File: config.mk
export PLATFORM = sky130hd
export DESIGN_NAME = mvm_feeder
export DESIGN_NICKNAME = d
export VERILOG_FILES = /design/src/rtl/mvm_feeder.sv
export SDC_FILE = /design/constraint.sdc
export NUM_CORES = 1
export LEC_CHECK = 0
export CORE_MARGIN = 3
export CORE_UTILIZATION = 60
export CTS_BUF_LIST = sky130_fd_sc_hd__clkbuf_8
export DETAILED_ROUTE_END_ITERATION = 8
export DONT_BUFFER_PORTS = 1
export HOLD_SLACK_MARGIN = 0.12
export PLACE_DENSITY_LB_ADDON = 0.15
export REMOVE_ABC_BUFFERS = 1
export SYNTH_ARGS = -nofsm -noshare
export SYNTH_HDL_FRONTEND = slang
export SYNTH_SLANG_ARGS = --single-unit
File: constraint.sdc
create_clock -name clk -period 2.05 [get_ports clk]
set_input_delay 0.205 -clock clk [delete_from_list [all_inputs] [get_ports clk]]
set_output_delay 0.205 -clock clk [all_outputs]
set_load 0.1 [all_outputs]
File: src/rtl/mvm_feeder.sv
// mvm_feeder: buffers an MxN weight matrix and an N-vector from a byte
// stream, then feeds the MAC one (a,b) pair per cycle in row-major order.
// Ports: clk, reset (sync, active-high); s_valid/s_ready/s_data input
// stream; mac_a/mac_b/mac_valid operand pairs; mac_res_valid/mac_overflow
// MAC feedback; busy, done (1-cycle pulse), err_ovf (sticky per job).
// Optional: MVM_KEEP_X_EN adds keep_x to reuse the last loaded vector.
module mvm_feeder #(
    parameter int M     = 3,
    parameter int N     = 3,
    parameter int WIDTH = 8
) (
    input  logic                    clk,
    input  logic                    reset,
    input  logic                    s_valid,
    output logic                    s_ready,
    input  logic signed [WIDTH-1:0] s_data,
`ifdef MVM_KEEP_X_EN
    input  logic                    keep_x,
`endif
    output logic signed [WIDTH-1:0] mac_a,
    output logic signed [WIDTH-1:0] mac_b,
    output logic                    mac_valid,
    input  logic                    mac_res_valid,
    input  logic                    mac_overflow,
    output logic                    busy,
    output logic                    done,
    output logic                    err_ovf
);

    localparam int MN = M * N;
    localparam int IW = $clog2(MN + 1);
    localparam int XW = (N > 1) ? $clog2(N) : 1;
    localparam int RW = $clog2(M + 1);
    // column of the second issued pair
    localparam logic [XW-1:0] PC1 = XW'((N == 1) ? 0 : 1);

    typedef enum logic [2:0] {
        IDLE, LOAD_M, LOAD_X, ISSUE, DRAIN
    } state_t;

    state_t state, state_d;

    logic signed [WIDTH-1:0] w_q [MN];
    logic signed [WIDTH-1:0] x_q [N];

    logic [IW-1:0] idx, idx_d, k, k_d;
    logic [XW-1:0] xi, xi_d, pc, pc_d;
    logic [RW-1:0] rc, rc_d, rc_inc;

    logic signed [WIDTH-1:0] a_d, b_d;
    logic v_d, busy_d, done_d, ovf_d;
    logic acc, keep, last_w, last_x;

    assign s_ready = (state == LOAD_M) || (state == LOAD_X);
    assign acc     = s_valid && s_ready;
    assign last_w  = (idx == IW'(MN - 1));
    assign last_x  = (xi == XW'(N - 1));
    assign rc_inc  = rc + RW'(mac_res_valid);

`ifdef MVM_KEEP_X_EN
    logic have_x;

    always_ff @(posedge clk) begin
        if (reset) begin
            have_x <= 1'b0;
        end else if (state == LOAD_X && acc && last_x) begin
            have_x <= 1'b1;
        end
    end

    assign keep = keep_x && have_x;
`else
    assign keep = 1'b0;
`endif

    always_comb begin
        state_d = state;
        idx_d   = idx;
        xi_d    = xi;
        k_d     = k;
        pc_d    = pc;
        rc_d    = rc;
        a_d     = mac_a;
        b_d     = mac_b;
        v_d     = 1'b0;
        busy_d  = busy;
        done_d  = 1'b0;
        ovf_d   = err_ovf;
        unique case (state)
            IDLE: state_d = LOAD_M;
            LOAD_M: begin
                if (acc) begin
                    idx_d = idx + 1'b1;
                    if (idx == '0) begin
                        busy_d = 1'b1;
                        ovf_d  = 1'b0;
                    end
                    if (last_w) begin
                        idx_d = '0;
                        if (keep) begin
                            // vector reused: first pair goes out next cycle
                            state_d = ISSUE;
                            v_d     = 1'b1;
                            a_d     = (MN == 1) ? s_data : w_q[0];
                            b_d     = x_q[0];
                            k_d     = IW'(1);
                            pc_d    = PC1;
                        end else begin
                            state_d = LOAD_X;
                        end
                    end
                end
            end
            LOAD_X: begin
                if (acc) begin
                    xi_d = xi + 1'b1;
                    if (last_x) begin
                        xi_d    = '0;
                        state_d = ISSUE;
                        v_d     = 1'b1;
                        a_d     = w_q[0];
                        b_d     = (N == 1) ? s_data : x_q[0];
                        k_d     = IW'(1);
                        pc_d    = PC1;
                    end
                end
            end
            ISSUE: begin
                if (mac_res_valid) rc_d = rc_inc;
                if (mac_overflow) ovf_d = 1'b1;
                // k counts pairs already presented on the outputs
                if (k == IW'(MN)) begin
                    state_d = DRAIN;
                    k_d     = '0;
                    pc_d    = '0;
                end else begin
                    v_d  = 1'b1;
                    a_d  = w_q[k];
                    b_d  = x_q[pc];
                    k_d  = k + 1'b1;
                    pc_d = (pc == XW'(N - 1)) ? '0 : pc + 1'b1;
                end
            end
            DRAIN: begin
                if (mac_res_valid) rc_d = rc_inc;
                if (mac_overflow) ovf_d = 1'b1;
                if (rc_inc == RW'(M)) begin
                    done_d  = 1'b1;
                    busy_d  = 1'b0;
                    rc_d    = '0;
                    state_d = LOAD_M;
                end
            end
            default: state_d = IDLE;
        endcase
    end

    always_ff @(posedge clk) begin
        if (reset) begin
            state     <= IDLE;
            idx       <= '0;
            xi        <= '0;
            k         <= '0;
            pc        <= '0;
            rc        <= '0;
            mac_a     <= '0;
            mac_b     <= '0;
            mac_valid <= 1'b0;
            busy      <= 1'b0;
            done      <= 1'b0;
            err_ovf   <= 1'b0;
        end else begin
            state     <= state_d;
            idx       <= idx_d;
            xi        <= xi_d;
            k         <= k_d;
            pc        <= pc_d;
            rc        <= rc_d;
            mac_a     <= a_d;
            mac_b     <= b_d;
            mac_valid <= v_d;
            busy      <= busy_d;
            done      <= done_d;
            err_ovf   <= ovf_d;
        end
    end

    // operand buffers need no reset; stale contents are never issued
    always_ff @(posedge clk) begin
        if (state == LOAD_M && acc) w_q[idx] <= s_data;
        if (state == LOAD_X && acc) x_q[xi] <= s_data;
    end

endmodule

# Word-level counts from Yosys, hierarchy flattened
# Memories as Yosys holds them, arrays and structs flattened. A register that Yosys moved wholly into a read port is not among the register bits.
# Index checks and enable logic that the tools add are counted.
[totals] n_memories=2 register_bits=37 out_inout_bits=21 in_bits=13 mem_bits_rw=96 word_cells=107
[mem_list] memory="w_q" words=9 width=8 rd=2 rd_ports_with_merged_regs=1 wr=1 line="43" text="logic signed [WIDTH-1:0] w_q [MN];"
[mem_list] memory="x_q" words=3 width=8 rd=2 rd_ports_with_merged_regs=1 wr=1 line="44" text="logic signed [WIDTH-1:0] x_q [N];"
[op_classes] n_bitwise=1 addsub=5 eq_ne=18 n_reduce_logical=19 mux=50
[ops] operator="two-way mux 8 bit" n=6
[ops] operator="case mux 8 bit (2 select lines)" n=2
[ops] operator="two-way mux 4 bit" n=6
[ops] operator="two-way mux 2 bit" n=9
[ops] operator="two-way mux 3 bit" n=6
[ops] operator="case mux 3 bit (5 select lines)" n=1
[ops] operator="two-way mux 1 bit" n=14
[ops] operator="!= test 2 bit, second input constant" n=7
[ops] operator="AND reduction 4 bit" n=3
[ops] operator="adder 4 x 1 -> 4 bit, second input constant" n=2
[ops] operator="== test 4 bit, second input constant" n=2
[ops] operator="case mux 2 bit (2 select lines)" n=2
[ops] operator="case mux 4 bit (2 select lines)" n=1
[ops] operator="nonzero test 2 bit" n=4
[ops] operator="== test 2 bit, second input constant" n=3
[ops] operator="== test 3 x 2 -> 1 bit, second input constant" n=2
[ops] operator="case mux 1 bit (2 select lines)" n=3
[ops] operator="AND reduction 6 bit" n=1
[ops] operator="adder 2 x 1 -> 2 bit, second input constant" n=2
[ops] operator="logical NOT 4 bit" n=1
[ops] operator="!= test 2 x 1 -> 1 bit, second input constant" n=2
[ops] operator="AND reduction 2 bit" n=2
[ops] operator="OR reduction 2 bit" n=2
[ops] operator="== test 3 x 1 -> 1 bit, second input constant" n=1
[ops] operator="other kinds (7)" n=9

# Longest topological paths before layout
# Gate-level depths: netlist (run 1).
[logic_depth] depth_word=7 ltp_mapped=7

# Least setup slack after synthesis (run 1)
# Ideal clock, no wire load.
[synth_path] path_kind="flip-flop to output port" from="register state[0]" to="output s_ready" setup_slack_ns=-0.287 t_arrival_ns=2.132 stages_incl_launch_ff=4 path_cell_list="dfxtp_1 > buf_2 > nand2b_1 > a21oi_1"
[synth_via] elab_chain_len=2 elab_cells_between_ends=3 classes_between="2 x eq/ne; 1 x reduce/logical"
[synth_rtl] item="from (decl)" line="41" text="state_t state, state_d;"
[synth_rtl] item="from (signal assigned)" line="173" text="state <= state_d;"
[synth_rtl] item="== test 3 x 1 -> 1 bit / == test 3 x 2 -> 1 bit (equally long branches)" line="54" text="assign s_ready = (state == LOAD_M) || (state == LOAD_X);"
[synth_rtl] item="logical OR 1 bit *" line="54"
[synth_rtl] item="to (decl)" line="15" text="output logic s_ready,"
# Every way passes the cells marked *; elsewhere a longest branch is shown, timed or not.

# Final worst setup path (run 1)
[layout_path] from="register state[1]" to="memory w_q[5][6] (enable)"
[layout_via] elab_chain_len=6 elab_cells_between_ends=7 classes_between="2 x eq/ne; 2 x mux; 3 x reduce/logical"
[layout_rtl] item="== test 3 x 1 -> 1 bit / == test 3 x 2 -> 1 bit (equally long branches)" line="54, 190"
[layout_rtl] item="logical OR 1 bit" line="54"
[layout_rtl] item="logical AND 1 bit" line="55" text="assign acc = s_valid && s_ready;"
[layout_rtl] item="logical AND 1 bit *" line="190" text="if (state == LOAD_M && acc) w_q[idx] <= s_data;"
[layout_rtl] item="two-way mux 1 bit *" line="190"
[layout_rtl] item="two-way mux 1 bit (not written as such) *" line="190"
[layout_rtl] item="to (decl)" line="43"
# Marked as above.

==> flow_summary.ini, run 1 <==
[drt]
routed_wl_um = 10600
drc = 0
first_pass_iters = 4
vias_per_cell = 5.96
postRouteAntennaNets = 0
dr.first_iter.drc_count = 205
wl_per_cell_um = 18.7
vias = 3393

[sta]
final-hold-violation-count = 0
setup_tns_ns = 0
max_freq_mhz = 519
period_needed_ns = 1.93
max_slew_margin_pct = 56.6
rsz0062_at_grt = yes
post-route-period-util_pct = 94.0
setup_viol = 0
slew_violations = 0
skew_ns = 0.00623
hold_slack_ns = 0.148
worst-slew-pin-transition_ns = 0.651

[synthesis]
syn_area_sq_um = 5650
async_flop_share_pct = 0
synth-edff-count = 96
yosysSeqAreaShare_pct = 66.3
postSynthAreaPerCell_sq_um = 14.0
ys_ff_latch = 139
yosysWarnings = 0
syn_inst = 403
yosys_most_used_dff = edfxtp_1
synth_cell_types = 49

[cells_and_area]
fin_util_pct = 72.5
final_net_count = 468
area_delta_synth_final_pct = 14.7
diodes = 0
drive_gt1_share_pct = 19.7
nFillCells = 584
finalNonFillerCells = 569

[global_route]
grt_first_pass_wirelength_um = 16800
antenna_found_initial = 0
grt_pass1_vias = 3209
grt_max_degree = 39
grt_overflow_total = 0
grt_usage_pct = 21.9

[setup_path]
worst-setup-path-type = flop to flop
start_kind = flop
crit_path_max_incr_delay_ns = 0.45
worstPathArrival_ns = 2.00
crit_chain = nand4bb_1 > nor3b_1 > and2_1
cp-end-kind = flop
crit_buf_inv = 0
required_ns = 2.12
cp_max_fo = 12
path_delay_family = simple AND/OR/NAND/NOR gates
cp_slowest_cell = and2_1
rrSetupSlack_ns = 0.12

[floorplan]
initial_core_util_pct = 63.2
dieArea_sq_um = 10600
die_h_um = 103
fp-row-count = 34
core_sq_um = 8930
ios = 34
die_w_um = 103

[cts]
clk_latency_ns = 0.42
cts.sinks = 139
htreeDepth = 4
path_clk_slew_ns = 0.08
cts_buffers = 17
clockBufferDepth = 2
ctsResizeCount = 0
cts_tree = yes
clock-root-buffer = clkbuf_8

[run]
drv_cap = 0

[place]
port_buffers = 0
post-place-cells = 523
place.gp.congestion = 0.828
dp_hpwl_um = 7440

[hold_path]
min_path_type = primary input to flop

[power_and_ir_drop]
power_mw = 5.36
worst_ir_drop_vdd_v = 0.000610
cellLeakagePower_nw = 2.21
internal-power_mw = 4.17
switching_power_mw = 1.19
p_sw_share_pct = 22.2
power.density_nw_per_um2 = 828
pwr-share-seq_pct = 56.8
combPwrFrac_pct = 3.9
clkPwrFrac_pct = 39.3

[status]
status = completed
==> synth_stat cells (5+ instances only) <==
master	n	share of area [%]
nor2_1	28	1.9
ha_1	7	1.6
inv_1	6	0.40
a211o_1	5	0.78
nand3b_1	6	0.80
dfxtp_1	43	15
mux2i_1	12	2.1
clkbuf_1	7	0.47
and2_1	6	0.66
a211oi_1	8	1.1
a21oi_1	23	2.0
o211ai_1	8	1.1
o21ai_0	6	0.53
nand3_1	14	1.2
a221oi_1	6	0.93
and3_1	7	0.78
edfxtp_1	96	51
mux4_2	12	4.8
buf_2	13	1.2
nor2b_1	5	0.55
nand2b_1	10	1.1
nand2_1	24	1.6
==> area by class of cell <==
class / instances / area (sq um) / area share [%]
multi-input combinational: 234 / 1760 / 27.2
tap: 108 / 135 / 2.09
clock inverter: 15 / 151 / 2.34
timing repair buffer: 50 / 428 / 6.61
clock buffer: 17 / 234 / 3.61
sequential: 139 / 3740 / 57.8
inverter: 6 / 22.5 / 0.348
==> layer usage <==
layer / vias to the layer above / part of all wire (%) / GRT usage [%]
li1: 1636 / - / -
met1: 1655 / 45 / 29.1
met2: 88 / 48 / 34.8
met3: 14 / 5.4 / 7.17
met4: 0 / 1.4 / 6.57
met5: - / 0 / 0
==> placed cells by master (no fill, tap or decap), drive strengths merged, types with 9 or more instances in the layout <==
| cell | Yosys | layout |
|---|---|---|
| nor2 | 28 | 28 |
| buf | 16 | 39 |
| clkbuf | 8 | 17 |
| inv | 6 | 10 |
| nand3 | 14 | 14 |
| nand2b | 11 | 11 |
| edfxtp | 96 | 96 |
| a21oi | 23 | 23 |
| nand2 | 24 | 24 |
| mux4 | 12 | 12 |
| dfxtp | 43 | 43 |
| o21ai | 9 | 9 |
| dlygate4sd3 | 0 | 11 |
| mux2i | 12 | 12 |
==> power by group through the flow <==
stage	registers, mW	clock network [mW]	logic [mW]
after floorplan	3.12	0	0.0920
after global placement	3.11	0	0.148
after detailed placement	3.11	0	0.151
after CTS	3.04	2.14	0.210
after global routing	3.05	2.28	0.227
final	3.04	2.11	0.209
==> worst paths after layout <==
| path | from | end | depth (start not counted) |
|---|---|---|---|
| worst min register to register | mac_b[0] | mac_b[0] | 2 |
| worst max register to register | state[1] | w_q[5][6] | 3 |
| worst max-delay path | state[1] | w_q[5][6] | 3 |
| worst min-delay path | mac_res_valid | rc[0] | 3 |
==> timing repair <==
action | CTS | global route
setup endpoints to repair | 0 | 9
buffers inserted | 0 | 2
hold endpoints to repair | 139 | 0
hold buffers | 12 | 0
==> tightest hold or removal path, cell delays in order <==
cell	delay, ns
ha_1	0.14
a32oi_1	0.07
nor2_1	0.10
==> cell families after synthesis <==
kind of cell    after synthesis  share of synthesized area, %
xor+xnor                      2                         0.310
mux                          24                          6.91
compound gates               79                          10.3
simple gates                122                          12.1
fa+ha+maj                     7                          1.55
buf+inv                      30                          2.57
flops                       139                          66.3
==> through the flow <==
step | instance area (sq um) | setup WS [ns]
finish | 6470 | 0.122
global route | 6470 | -0.0136
CTS | 6460 | 0.133
detailed placement | 5940 | 0.137
global placement | 5940 | 0.207
floorplan | 5520 | -0.266
==> sequential cells by signal, summed over array words and instances, names as in the netlist, named ones only <==
register,flops
k,4
xi,2
x_q,24
mac_b,8
state,3
done,1
w_q,72
err_ovf,1
idx,4
rc,2
mac_a,8
mac_valid,1
busy,1
pc,2
(Power assumes the default switching activity.)
==> run 2, diff against run 1 <==
Settings changed: CORE_UTILIZATION 60 to 40, SKIP_LAST_GASP from default to 1.
==> flow_summary.ini, run 2 (synthesis gave the netlist of run 1 again) <==
[place]
port_buffers = 0
place.gp.congestion = 0.777
dp_hpwl_um = 7930
place_area_sq_um = 6050

[setup_path]
cp.depth = 4
worst-setup-path-type = flop to output port
cpMostUsedCell = buf_4
rrSetupSlack_ns = 0.20
cp-end-kind = output port
start_kind = flop
r2r_start = state[0]
required_ns = 1.85
cp_max_fo = 10
crit_chain = buf_4 > nand2b_1 > a21oi_2 > buf_4
crit_path_max_incr_delay_ns = 0.47
worstPathArrival_ns = 1.66
r2r_end = mac_a[3]
crit_buf_inv = 2
path_delay_family = buffers and inverters
worstRegToRegCells = 5
cp_slowest_cell = dfxtp_1

[drt]
routed_wl_um = 11700
highest-signal-layer = met5
postRouteAntennaNets = 0
wl_met1_um = 5460
dr.first_iter.drc_count = 273
wl_per_cell_um = 18.3
vias = 3353
first_pass_iters = 4
drc = 0
wl_met3_um = 450
dr_wl_met2_um = 5590
vias_per_cell = 5.25

[hold_path]
whs_path_depth = 4
min_path_type = primary input to flop
worstHoldStart = s_valid
hold_end = idx[0]

[cells_and_area]
diodes = 0
layout_commonest_cell = edfxtp_1
area_delta_synth_final_pct = 16.4
drive_gt1_share_pct = 19.2
largest_registers = w_q: 72 flops, x_q: 24 flops
nFillCells = 1161
final_cell_area_sq_um = 6570
most-common-layout-cells = 96 x edfxtp_1, 43 x dfxtp_1, 35 x buf_4
regMostFlops = w_q
largest_register_ffs = 72
final_net_count = 470

[sta]
worst-slew-pin-transition_ns = 0.543
hold_slack_ns = 0.187
setup_viol = 0
post-route-period-util_pct = 91.0
max_slew_margin_pct = 63.8
slew_violations = 0
skew_ns = 0.0108
setup_tns_ns = 0
max_freq_mhz = 536
rsz0062_at_grt = no
final-hold-violation-count = 0
period_needed_ns = 1.87

[cts]
cts_buffers = 17
clockBufferDepth = 2
clock-root-buffer = clkbuf_8
cts.sinks = 139
htreeDepth = 4
clk_latency_ns = 0.44
cts_tree = yes
path_clk_slew_ns = 0.07
ctsResizeCount = 0

[global_route]
grt_pass1_vias = 3402
grt_usage_pct = 15.9
grt_first_pass_wirelength_um = 19000
antenna_found_initial = 1
grt_max_degree = 39
grt_overflow_total = 0

[status]
status = completed

[power_and_ir_drop]
worst_ir_drop_vdd_v = 0.000383
cellLeakagePower_nw = 2.20
power.density_nw_per_um2 = 803

[floorplan]
initial_core_util_pct = 41.8
fp-row-count = 42
die_h_um = 125
ios = 34
die_w_um = 125
dieArea_sq_um = 15600
core_sq_um = 13500

[run]
drv_cap = 0
[run 2: final cells by class]
cell class              instances  area, sq um  area share [%]
repair buffers                 52          463            7.05
flip-flops and latches        139         3740            57.0
clock inverters                15          126            1.92
clock buffers                  17          234            3.56
inverters                       6         22.5           0.343
well taps                     176          220            3.35
multi-input cells             234         1760            26.8
[run 2: per-layer routing]
layer	track usage [%]	vias up
met1	20.8	1646
met4	6.25	2
met2	25.1	53
li1	-	1636
met5	0	-
met3	4.72	16
[run 2: repair_timing]
action	4_1_cts	5_1_grt
endpoints found under the hold margin	139	1
setup buffers	0	0
hold buffers	14	1
[run 2: through the flow]
| stage | util, % | total power [mW] | instances | setup WS [ns] |
|---|---|---|---|---|
| finish | 48.6 | 5.28 | 639 | 0.184 |
| global route | 48.6 | 5.51 | 639 | 0.0568 |
| CTS | 48.6 | 5.33 | 638 | 0.155 |
| detailed placement | 44.8 | 3.26 | 592 | 0.244 |
| global placement | 44.8 | 3.26 | 592 | 0.273 |
| floorplan | - | 3.21 | 379 | -0.266 |
[run 2: worst max path at each step]
stage,start,endpoint
final,state[0],s_ready
after global routing,state[0],s_ready
after CTS,state[0],s_ready
after detailed placement,state[0],mac_a[3]
after global placement,state[0],mac_a[5]
after floorplan,state[0],s_ready
[run 2: tightest hold or removal path, cell delays in order]
cell       delay, ns
nand4bb_1       0.11
buf_4           0.15
a21oi_1         0.06
nor2_1          0.07
[run 2: report_power, final]
| part | switching (mW) | internal, mW |
|---|---|---|
| clock network | 1.07 | 0.952 |
| registers | 0.0199 | 3.02 |
| logic | 0.143 | 0.0732 |
